--- config.mk ---
export PLATFORM = sky130hd
export DESIGN_NAME = o8_alu_seq_flat
export DESIGN_NICKNAME = d
export VERILOG_FILES = /design/src/rtl/o8_alu_seq_if.sv /design/src/rtl/o8_alu_seq.sv /design/src/flat_wrapper.sv
export SDC_FILE = /design/constraint.sdc
export NUM_CORES = 1
export LEC_CHECK = 0
export ABC_CLOCK_PERIOD_IN_PS = 2500
export CORE_ASPECT_RATIO = 1.2
export CORE_UTILIZATION = 50
export CTS_BUF_LIST = sky130_fd_sc_hd__clkbuf_8
export CTS_CLUSTER_SIZE = 40
export DETAILED_ROUTE_END_ITERATION = 10
export PLACE_DENSITY = 0.91
export SYNTH_ARGS = -nofsm -noshare
export SYNTH_HDL_FRONTEND = slang
export SYNTH_SLANG_ARGS = --single-unit
--- constraint.sdc ---
create_clock -name clk -period 2.5 [get_ports clk]
set_input_delay 0.25 -clock clk [delete_from_list [all_inputs] [get_ports clk]]
set_output_delay 0.25 -clock clk [all_outputs]
set_load 0.01 [all_outputs]
--- src/rtl/o8_alu_seq_if.sv ---
// rtl/o8_alu_seq_if.sv - bus between the o8 sequencer and the shared 8-bit ALU
interface o8_alu_seq_if;
  logic [2:0] alu_op;
  logic [7:0] alu_left;
  logic [7:0] alu_right;
  logic       alu_cf_in;
  logic       alu_not_left;
  logic       alu_not_right;
  logic       alu_not_result;
  logic [7:0] alu_result;
  logic       alu_cf_out;

  // Sequencer side: drives the ALU operands and control, reads the result back
  modport master (
    output alu_op, alu_left, alu_right, alu_cf_in,
    output alu_not_left, alu_not_right, alu_not_result,
    input  alu_result, alu_cf_out
  );

  // ALU side
  modport slave (
    input  alu_op, alu_left, alu_right, alu_cf_in,
    input  alu_not_left, alu_not_right, alu_not_result,
    output alu_result, alu_cf_out
  );
endinterface

--- src/rtl/o8_alu_seq.sv ---
// rtl/o8_alu_seq.sv - multi-cycle sequencer running 16-bit ADD/SUB and 8x8 MUL on the o8 ALU
module o8_alu_seq #(
  parameter logic [2:0] ALU_LEFT = 3'd0,
  parameter logic [2:0] ALU_ADD  = 3'd2,
  parameter int         MUL_BITS = 8
) (
  input  logic        clk,
  input  logic        rst_n,
  input  logic        start,
  input  logic [1:0]  op_sel,
  input  logic [15:0] a,
  input  logic [15:0] b,
  output logic        busy,
  output logic        done,
  output logic [15:0] res,
  output logic        cout,
  output logic        zf,
  output logic        err,
  o8_alu_seq_if.master alu
);

  localparam int CW = $clog2(MUL_BITS);

  typedef enum logic [2:0] {S_IDLE, S_LO, S_HI, S_MUL, S_DONE} state_t;

  state_t        state;
  logic [15:0]   a_r;
  logic [15:0]   b_r;
  logic [1:0]    op_r;
  logic          c;
  logic [CW-1:0] cnt;
  logic [7:0]    acc_hi;
  logic [7:0]    acc_lo;

  logic          is_sub;
  logic [7:0]    mul_hi_nxt;
  logic [7:0]    mul_lo_nxt;

  assign is_sub = (op_r == 2'b10);

  // One shift-add step: the ALU sum (with its carry) is shifted right into the accumulator pair
  assign mul_hi_nxt = {alu.alu_cf_out, alu.alu_result[7:1]};
  assign mul_lo_nxt = {alu.alu_result[0], acc_lo[7:1]};

  // ALU inputs decoded from the current state; SUB is a + ~b + 1 via not_right and the carry chain
  always_comb begin
    alu.alu_op         = ALU_LEFT;
    alu.alu_left       = 8'h00;
    alu.alu_right      = 8'h00;
    alu.alu_cf_in      = 1'b0;
    alu.alu_not_left   = 1'b0;
    alu.alu_not_right  = 1'b0;
    alu.alu_not_result = 1'b0;
    case (state)
      S_LO: begin
        alu.alu_op        = ALU_ADD;
        alu.alu_left      = a_r[7:0];
        alu.alu_right     = b_r[7:0];
        alu.alu_not_right = is_sub;
        alu.alu_cf_in     = is_sub;
      end
      S_HI: begin
        alu.alu_op        = ALU_ADD;
        alu.alu_left      = a_r[15:8];
        alu.alu_right     = b_r[15:8];
        alu.alu_not_right = is_sub;
        alu.alu_cf_in     = c;
      end
      S_MUL: begin
        alu.alu_op    = acc_lo[0] ? ALU_ADD : ALU_LEFT;
        alu.alu_left  = acc_hi;
        alu.alu_right = a_r[7:0];
      end
      default: ;
    endcase
  end

  // Sequencer FSM with registered busy/done/result flags
  always_ff @(posedge clk or negedge rst_n) begin
    if (!rst_n) begin
      state  <= S_IDLE;
      busy   <= 1'b0;
      done   <= 1'b0;
      res    <= 16'h0000;
      cout   <= 1'b0;
      zf     <= 1'b0;
      err    <= 1'b0;
      a_r    <= 16'h0000;
      b_r    <= 16'h0000;
      op_r   <= 2'b00;
      c      <= 1'b0;
      cnt    <= '0;
      acc_hi <= 8'h00;
      acc_lo <= 8'h00;
    end else begin
      case (state)
        S_IDLE, S_DONE: begin
          done  <= 1'b0;
          busy  <= 1'b0;
          state <= S_IDLE;
          if (start) begin
            a_r  <= a;
            b_r  <= b;
            op_r <= op_sel;
            err  <= 1'b0;
            case (op_sel)
              2'b00: begin
                state  <= S_MUL;
                busy   <= 1'b1;
                cnt    <= '0;
                acc_hi <= 8'h00;
                acc_lo <= b[7:0];
              end
              2'b01, 2'b10: begin
                state <= S_LO;
                busy  <= 1'b1;
              end
              default: begin
                // Reserved opcode: finish immediately with a zero result flagged as error
                state <= S_DONE;
                done  <= 1'b1;
                res   <= 16'h0000;
                cout  <= 1'b0;
                zf    <= 1'b1;
                err   <= 1'b1;
              end
            endcase
          end
        end
        S_LO: begin
          res[7:0] <= alu.alu_result;
          c        <= alu.alu_cf_out;
          state    <= S_HI;
        end
        S_HI: begin
          res[15:8] <= alu.alu_result;
          cout      <= alu.alu_cf_out;
          zf        <= ({alu.alu_result, res[7:0]} == 16'h0000);
          state     <= S_DONE;
          busy      <= 1'b0;
          done      <= 1'b1;
        end
        S_MUL: begin
          acc_hi <= mul_hi_nxt;
          acc_lo <= mul_lo_nxt;
          cnt    <= cnt + 1'b1;
          if (cnt == CW'(MUL_BITS - 1)) begin
            res   <= {mul_hi_nxt, mul_lo_nxt};
            cout  <= |mul_hi_nxt;
            zf    <= ({mul_hi_nxt, mul_lo_nxt} == 16'h0000);
            state <= S_DONE;
            busy  <= 1'b0;
            done  <= 1'b1;
          end
        end
        default: begin
          state <= S_IDLE;
          busy  <= 1'b0;
          done  <= 1'b0;
        end
      endcase
    end
  end

endmodule
--- src/flat_wrapper.sv ---
// flat-port wrapper written by rule: the top's interface ports become plain ports
module o8_alu_seq_flat 
#(
  parameter logic [2:0] ALU_LEFT = 3'd0,
  parameter logic [2:0] ALU_ADD  = 3'd2,
  parameter int         MUL_BITS = 8
)
  (clk, rst_n, start, op_sel, a, b, busy, done, res, cout, zf, err, alu_alu_op, alu_alu_left, alu_alu_right, alu_alu_cf_in, alu_alu_not_left, alu_alu_not_right, alu_alu_not_result, alu_alu_result, alu_alu_cf_out);
  o8_alu_seq_if alu_i ();
  input  logic clk;
  input  logic rst_n;
  input  logic start;
  input  logic [1:0] op_sel;
  input  logic [15:0] a;
  input  logic [15:0] b;
  output logic busy;
  output logic done;
  output logic [15:0] res;
  output logic cout;
  output logic zf;
  output logic err;
  output wire logic [$bits(alu_i.alu_op)-1:0] alu_alu_op;
  output wire logic [$bits(alu_i.alu_left)-1:0] alu_alu_left;
  output wire logic [$bits(alu_i.alu_right)-1:0] alu_alu_right;
  output wire logic [$bits(alu_i.alu_cf_in)-1:0] alu_alu_cf_in;
  output wire logic [$bits(alu_i.alu_not_left)-1:0] alu_alu_not_left;
  output wire logic [$bits(alu_i.alu_not_right)-1:0] alu_alu_not_right;
  output wire logic [$bits(alu_i.alu_not_result)-1:0] alu_alu_not_result;
  input wire logic [$bits(alu_i.alu_result)-1:0] alu_alu_result;
  input wire logic [$bits(alu_i.alu_cf_out)-1:0] alu_alu_cf_out;
  assign alu_alu_op = alu_i.alu_op;
  assign alu_alu_left = alu_i.alu_left;
  assign alu_alu_right = alu_i.alu_right;
  assign alu_alu_cf_in = alu_i.alu_cf_in;
  assign alu_alu_not_left = alu_i.alu_not_left;
  assign alu_alu_not_right = alu_i.alu_not_right;
  assign alu_alu_not_result = alu_i.alu_not_result;
  assign alu_i.alu_result = alu_alu_result;
  assign alu_i.alu_cf_out = alu_alu_cf_out;
  o8_alu_seq #(.ALU_LEFT(ALU_LEFT), .ALU_ADD(ALU_ADD), .MUL_BITS(MUL_BITS)) u_core (.clk(clk), .rst_n(rst_n), .start(start), .op_sel(op_sel), .a(a), .b(b), .busy(busy), .done(done), .res(res), .cout(cout), .zf(zf), .err(err), .alu(alu_i));
endmodule
==> results.ini, run 1 <==
[status]
status = finished, final reports clean

[final_layout]
nets = 555
diodes = 0
area_growth_pct = 28.7
drive_above_1_share_pct = 7.23
fin_area_um2 = 4930

[clock_tree]
clk_latency_ps = 350
cts_tree = built
cts_buffers = 9
cts_sinks = 78
cts-root-buf = clkbuf_8
clockBufferDepth = 2
cts-hold-fix-buffers = 0
htree_levels = 3
clk_pin_slew_ps = 80

[power]
peakVddDrop_uv = 762
power.leakage_nw = 2.28
power.density_nw_per_um2 = 1220

[grt]
first_global_vias = 3424
grt_pass1_wl_um = 16200
grt_antenna_before_repair = 0
grt_max_degree = 79
grt-ovfl-total = 0
grt_use_total_pct = 26.5

[setup_path]
arrival_ps = 2180
path_max_fanout = 16
start_kind = register
critPathMaxStageDelay_ps = 570
cp_top_family = buffers and inverters
crit_type = register to output pin
crit_path_cell_trace = buf_6, nor2_1, or2_2, a31oi_1, clkdlybuf4s50_1
crit_path_top_delay_cell = clkdlybuf4s50_1
worst_ep_required_time_ps = 2250
reg2reg_setup_slack_ps = 210
end_kind = output pin
crit_buf_inv = 2

[placement]
place.detailed.hpwl_um = 7140
io_buffers = 85
place_area_um2 = 4720
gp_congestion = 0.899

[sta]
fin_tns_setup_ps = 0
rsz0062_at_grt = no
fin_crit_sh_pct = 97.3
clock_skew_ps = 9.03
finalHoldViolations = 0
slew_violations = 0
max_freq_ghz = 0.411
maxSlewHeadroom_pct = 36.3
worst_slew_pin_slew_ps = 955
min_period_ps = 2430
finalSetupViolCount = 0

[routing]
wire_per_inst_um = 16.5
drc = 0
vias = 3490
drt-total-wl_um = 9960
ant_nets = 0
via_per_inst = 5.80
first_iter_violations = 245
dr.pass1.iters = 5

[floorplanning]
die_h_um = 97.9
core_area_um2 = 7320
ioPinCount = 90
rows = 34
die_w_um = 81.9
start_util_pct = 52.3
dieArea_um2 = 8020

[run]
maxCapViolations = 0

[logic_synthesis]
synth_area_leaders = dfrtp_1 51%, nand2_1 15%, mux2i_1 6.3%, nor2_1 3.1%, a21oi_1 2.2%
synthTopCellsByCount = 149 x nand2_1, 78 x dfrtp_1, 32 x nor2_1
synth_top_area_share_pct = 51.0
synth_area_um2 = 3830
synth_edf_count = 0
yosysUniqueCellTypes = 44
synthCells = 431
async_flop_share_pct = 100
synth_most_common_cell = nand2_1
synth-seq-cells = 78
yosys_most_used_dff = dfrtp_1
yosysWarnings = 0
yosysTopAreaCell = dfrtp_1
syn_avg_cell_area_um2 = 8.89
ys_seq_area_share_pct = 51.0

[min_path]
hold_class = input port to asynchronous set/reset pin

metal layers:
layer  track usage, %  vias to the layer above  share of wire [%]
li1                 -                     1597                  -
met1             34.2                     1688                 39
met2             42.5                      180                 51
met4             12.8                        0                2.8
met5                0                        -                  0
met3             4.39                       25                7.1
metrics by stage:
stage,util (%),cells,setup slack [ps],hold slack (ps),power (mW)
detailed placement,64.6,586,173,462,5.02
finish,67.3,602,68.1,32.3,6.01
global placement,64.6,586,223,442,4.89
global route,67.3,602,12.5,128,6.38
floorplan,-,434,722,-45.6,3.89
CTS,67.3,602,56.5,81.3,5.99
repair_timing:
item | in CTS | in global routing
resized for setup | 0 | 1
setup endpoints to repair | 0 | 2
buffers inserted | 0 | 0
cell type report:
cell class	count	area [µm²]
clock inverters	5	48.8
inverters	4	15.0
fillers	557	2390
multi-input cells	318	1700
well taps	90	113
repair buffers	96	947
clock buffers	11	151
flip-flops and latches	78	1950
sequential cells by signal (all words and copies together) (netlist names):
signal         count
u_core.a_r        16
u_core.b_r        16
u_core.res        16
u_core.acc_hi      8
u_core.acc_lo      8
u_core.cnt         3
u_core.state       3
u_core.op_r        2
u_core.busy        1
u_core.c           1
u_core.cout        1
u_core.done        1
u_core.err         1
u_core.zf          1
final timing paths:
kind	startpoint	endpoint	cells past startpoint
setup / recovery	u_core.state[0]$_DFFE_PN0N_	alu_alu_op[1]	5
hold / removal	rst_n	u_core.a_r[7]$_DFFE_PN0P_	1
setup reg to reg	u_core.cnt[0]$_DFFE_PN0P_	u_core.zf$_DFFE_PN0P_	7
hold reg to reg	u_core.a_r[14]$_DFFE_PN0P_	u_core.a_r[14]$_DFFE_PN0P_	2
max in group asynchronous	rst_n	u_core.acc_hi[1]$_DFFE_PN0P_	1
min in group clk	b[15]	u_core.b_r[15]$_DFFE_PN0P_	3
cell families (layout without fill, tap and decap cells):
family / count (synthesis) / count (layout) / synth area share [%]
AO/OA/AOI/OAI: 72 / 72 / 13.4
adder cells (fa/ha/maj): 2 / 2 / 0.653
buffers and inverters: 38 / 116 / 4.93
flip-flops: 78 / 78 / 51.0
multiplexers: 25 / 25 / 6.57
other: 1 / 4 / 0.0979
AND/OR/NAND/NOR: 215 / 215 / 23.4
layout by cell type (no fill, tap or decap), types with 2 or more instances in the layout:
cell type / n
a21o_1: 2
a211oi_1: 8
nor2b_1: 2
nand2_1: 149
nor2_1: 32
nor4_1: 3
nand3_1: 11
a22oi_1: 8
buf_4: 10
o21ai_0: 3
o2bb2ai_1: 8
inv_1: 4
clkinv_2: 3
conb_1: 4
clkbuf_8: 11
and2_1: 3
a22o_1: 2
a31oi_1: 10
clkdlybuf4s50_1: 84
dfrtp_1: 78
o31ai_1: 6
nand2b_1: 2
ha_1: 2
o31ai_2: 2
mux2i_1: 24
nor3_1: 5
a21oi_1: 17
report_power, final:
part           switching, mW  leakage, nW  internal, mW
Sequential             0.453        0.984          1.82
Combinational           1.46         1.19          1.31
Clock                  0.457        0.110         0.508
(Power assumes the default switching activity.)
==> run 2, diff against run 1 <==
--- a/config.mk
+++ b/config.mk
@@ -5,13 +5,14 @@
 export SDC_FILE = /design/constraint.sdc
 export NUM_CORES = 1
 export LEC_CHECK = 0
+export ABC_AREA = 1
 export ABC_CLOCK_PERIOD_IN_PS = 2500
 export CORE_ASPECT_RATIO = 1.2
 export CORE_UTILIZATION = 50
 export CTS_BUF_LIST = sky130_fd_sc_hd__clkbuf_8
 export CTS_CLUSTER_SIZE = 40
 export DETAILED_ROUTE_END_ITERATION = 10
-export PLACE_DENSITY = 0.91
+export PLACE_DENSITY = 0.92
 export SYNTH_ARGS = -nofsm -noshare
 export SYNTH_HDL_FRONTEND = slang
 export SYNTH_SLANG_ARGS = --single-unit
==> results.ini, run 2 <==
[setup_path]
arrival_ps = 2170
path_max_fanout = 25
reg2reg_setup_slack_ps = 690
end_kind = output pin
start_kind = register
worst_ep_required_time_ps = 2250
crit_type = register to output pin

[grt]
grt_pass1_wl_um = 14800
grt-ovfl-total = 0
grt_antenna_before_repair = 0
first_global_vias = 3220
grt_use_total_pct = 25.6
grt_max_degree = 79

[logic_synthesis]
synth_compound_area_share_pct = 12.6
synth_area_leaders = dfrtp_1 53%, nand2_1 17%, inv_1 4.9%, nand3_1 3.4%, o21ai_0 2.7%
synthCells = 451
yosysTopAreaCell = dfrtp_1
syn_avg_cell_area_um2 = 8.19
async_flop_share_pct = 100
synthTopCellsByCount = 170 x nand2_1, 78 x dfrtp_1, 48 x inv_1
synthSimpleGateAreaFrac_pct = 24.2
yosys.area_share.xor_xnor_pct = 0
yosysUniqueCellTypes = 27
synth_area_um2 = 3690
synth_top_area_share_pct = 52.9
synth_edf_count = 0
synth_most_common_cell = nand2_1
yosysWarnings = 0
synth-seq-cells = 78
ys_seq_area_share_pct = 52.9
muxShareOfSynthArea_pct = 0
synthAdderAreaFrac_pct = 0.678
synth_top_family_by_area = simple AND/OR/NAND/NOR gates
yosys_most_used_dff = dfrtp_1

[min_path]
hold_class = input port to asynchronous set/reset pin

[floorplanning]
core_area_um2 = 6980
die_h_um = 96.1
dieArea_um2 = 7730
ioPinCount = 90
die_w_um = 80.4
start_util_pct = 52.9
rows = 33

[run]
maxCapViolations = 0

[placement]
io_buffers = 85
place_area_um2 = 4560
gp_congestion = 0.958
place_ws_ps = 349
place.detailed.hpwl_um = 6660

[clock_tree]
clk_pin_slew_ps = 80
cts_sinks = 78
cts_buffers = 9
htree_levels = 3
cts-hold-fix-buffers = 0
cts-root-buf = clkbuf_8
clk_latency_ps = 360
cts_tree = built
clockBufferDepth = 2

[sta]
slew_violations = 0
fin_tns_setup_ps = 0
finalHoldViolations = 0
fin_crit_sh_pct = 96.8
maxSlewHeadroom_pct = 37.6
clock_skew_ps = 7.89
hold_ws_ps = 49.4
min_period_ps = 2420
worst_slew_pin_slew_ps = 937
setup_ws_ps = 81.1
max_freq_ghz = 0.413
finalSetupViolCount = 0

[routing]
via_per_inst = 5.30
drc = 0
vias = 3314
wire_per_inst_um = 14.8
drt-total-wl_um = 9270
dr.pass1.iters = 4
ant_nets = 0
first_iter_violations = 200

[final_layout]
area_growth_pct = 29.7
reg_top3 = u_core.a_r: 16 flops, u_core.b_r: 16 flops, u_core.res: 16 flops
final_common_cell = nand2_1
fin_area_um2 = 4790
nFillCells = 582
diodes = 0
multi_input_area_um2 = 1400
drive_above_1_share_pct = 7.81
regArea_um2 = 1950
final_cell_mix = 170 x nand2_1, 83 x clkdlybuf4s50_1, 77 x dfrtp_1, 47 x inv_1, 25 x nand3_1
nets = 581

[status]
status = finished, final reports clean

[power]
p_int_mw = 3.45
totalPowerFinal_mw = 5.57
p_clk_share_pct = 18.5
switching_power_mw = 2.12
p_comb_share_pct = 42.6
sw_frac_of_total_pct = 38.0
power.leakage_nw = 2.34
peakVddDrop_uv = 751
power.density_nw_per_um2 = 1160
seq_power_share_pct = 38.9

==> run 2: cell count changes after synthesis, moves of 8 or more <==
| cell | change |
|---|---|
| a211oi_1 | -8 |
| a21oi_1 | -15 |
| a31oi_1 | -10 |
| clkbuf_1 | -17 |
| inv_1 | +45 |
| mux2i_1 | -24 |
| nand2_1 | +21 |
| nand3_1 | +14 |
| nor2_1 | -14 |
| o211ai_1 | +8 |
| o21ai_0 | +17 |
| o21ai_1 | +9 |
| o22ai_1 | +12 |
| o2bb2ai_1 | -8 |
==> run 2: final cells by class <==
type / count / share of cell area, %
Clock buffer: 9 / 2.59
Clock inverter: 7 / 1.88
Inverter: 54 / 4.52
Multi-Input combinational cell: 299 / 29.3
Sequential cell: 78 / 40.8
Tap cell: 87 / 2.27
Timing Repair Buffer: 91 / 18.7
==> run 2: path summary, 6_finish.rpt <==
path / start / endpoint / depth (start not counted)
worst max-delay path: u_core.state[0]$_DFFE_PN0N_ / alu_alu_right[7] / 6
worst min-delay path: rst_n / u_core.res[3]$_DFFE_PN0P_ / 1
worst max register to register: u_core.cnt[0]$_DFFE_PN0P_ / u_core.res[7]$_DFFE_PN0P_ / 5
worst min register to register: u_core.b_r[14]$_DFFE_PN0P_ / u_core.b_r[14]$_DFFE_PN0P_ / 2
max in group asynchronous: rst_n / u_core.state[1]$_DFFE_PN0N_ / 1
min in group clk: b[13] / u_core.b_r[13]$_DFFE_PN0P_ / 3
==> run 2: worst max-delay path, stage by stage (launching register included) <==
cell and delay, ps:
dfrtp_1 440, inv_1 140, nand3_1 210, inv_6 240
nand2_1 90, o211ai_1 120, clkdlybuf4s50_1 580
==> run 2: power by group through the flow <==
stage	registers, mW	clock network, mW	logic [mW]
6_report	2.17	1.03	2.37
5_1_grt	2.23	1.10	2.63
4_1_cts	2.17	1.03	2.36
3_5_place_dp	2.19	0	2.33
3_3_place_gp	2.16	0	2.25
2_1_floorplan	2.17	0	1.35
==> run 2: layer usage <==
metal  up-vias  share of wire, %  GRT usage [%]
li1       1601                 -              -
met1      1578                41           31.4
met2       121                51           44.3
met3        14               5.6           3.98
met4         0               1.9           11.8
met5         -                 0              0
==> run 2: what timing repair did <==
item / 4_1_cts / 5_1_grt
setup endpoints to repair: 17 / 19
buffers inserted: 0 / 1
gates resized for setup: 2 / 4
==> run 2: kinds of logic after synthesis <==
| logic type | Yosys count |
|---|---|
| and+or+nand+nor | 221 |
| DFF | 78 |
| buffers and inverters | 77 |
| AOI/OAI and AO/OA | 72 |
| adders and majority gates | 2 |
| other | 1 |
==> run 2: metrics by stage <==
step	cells	utilization [%]
after floorplan	454	-
after global placement	608	65.3
after detailed placement	608	65.3
after global routing	625	68.6
after CTS	624	68.4
final	625	68.6
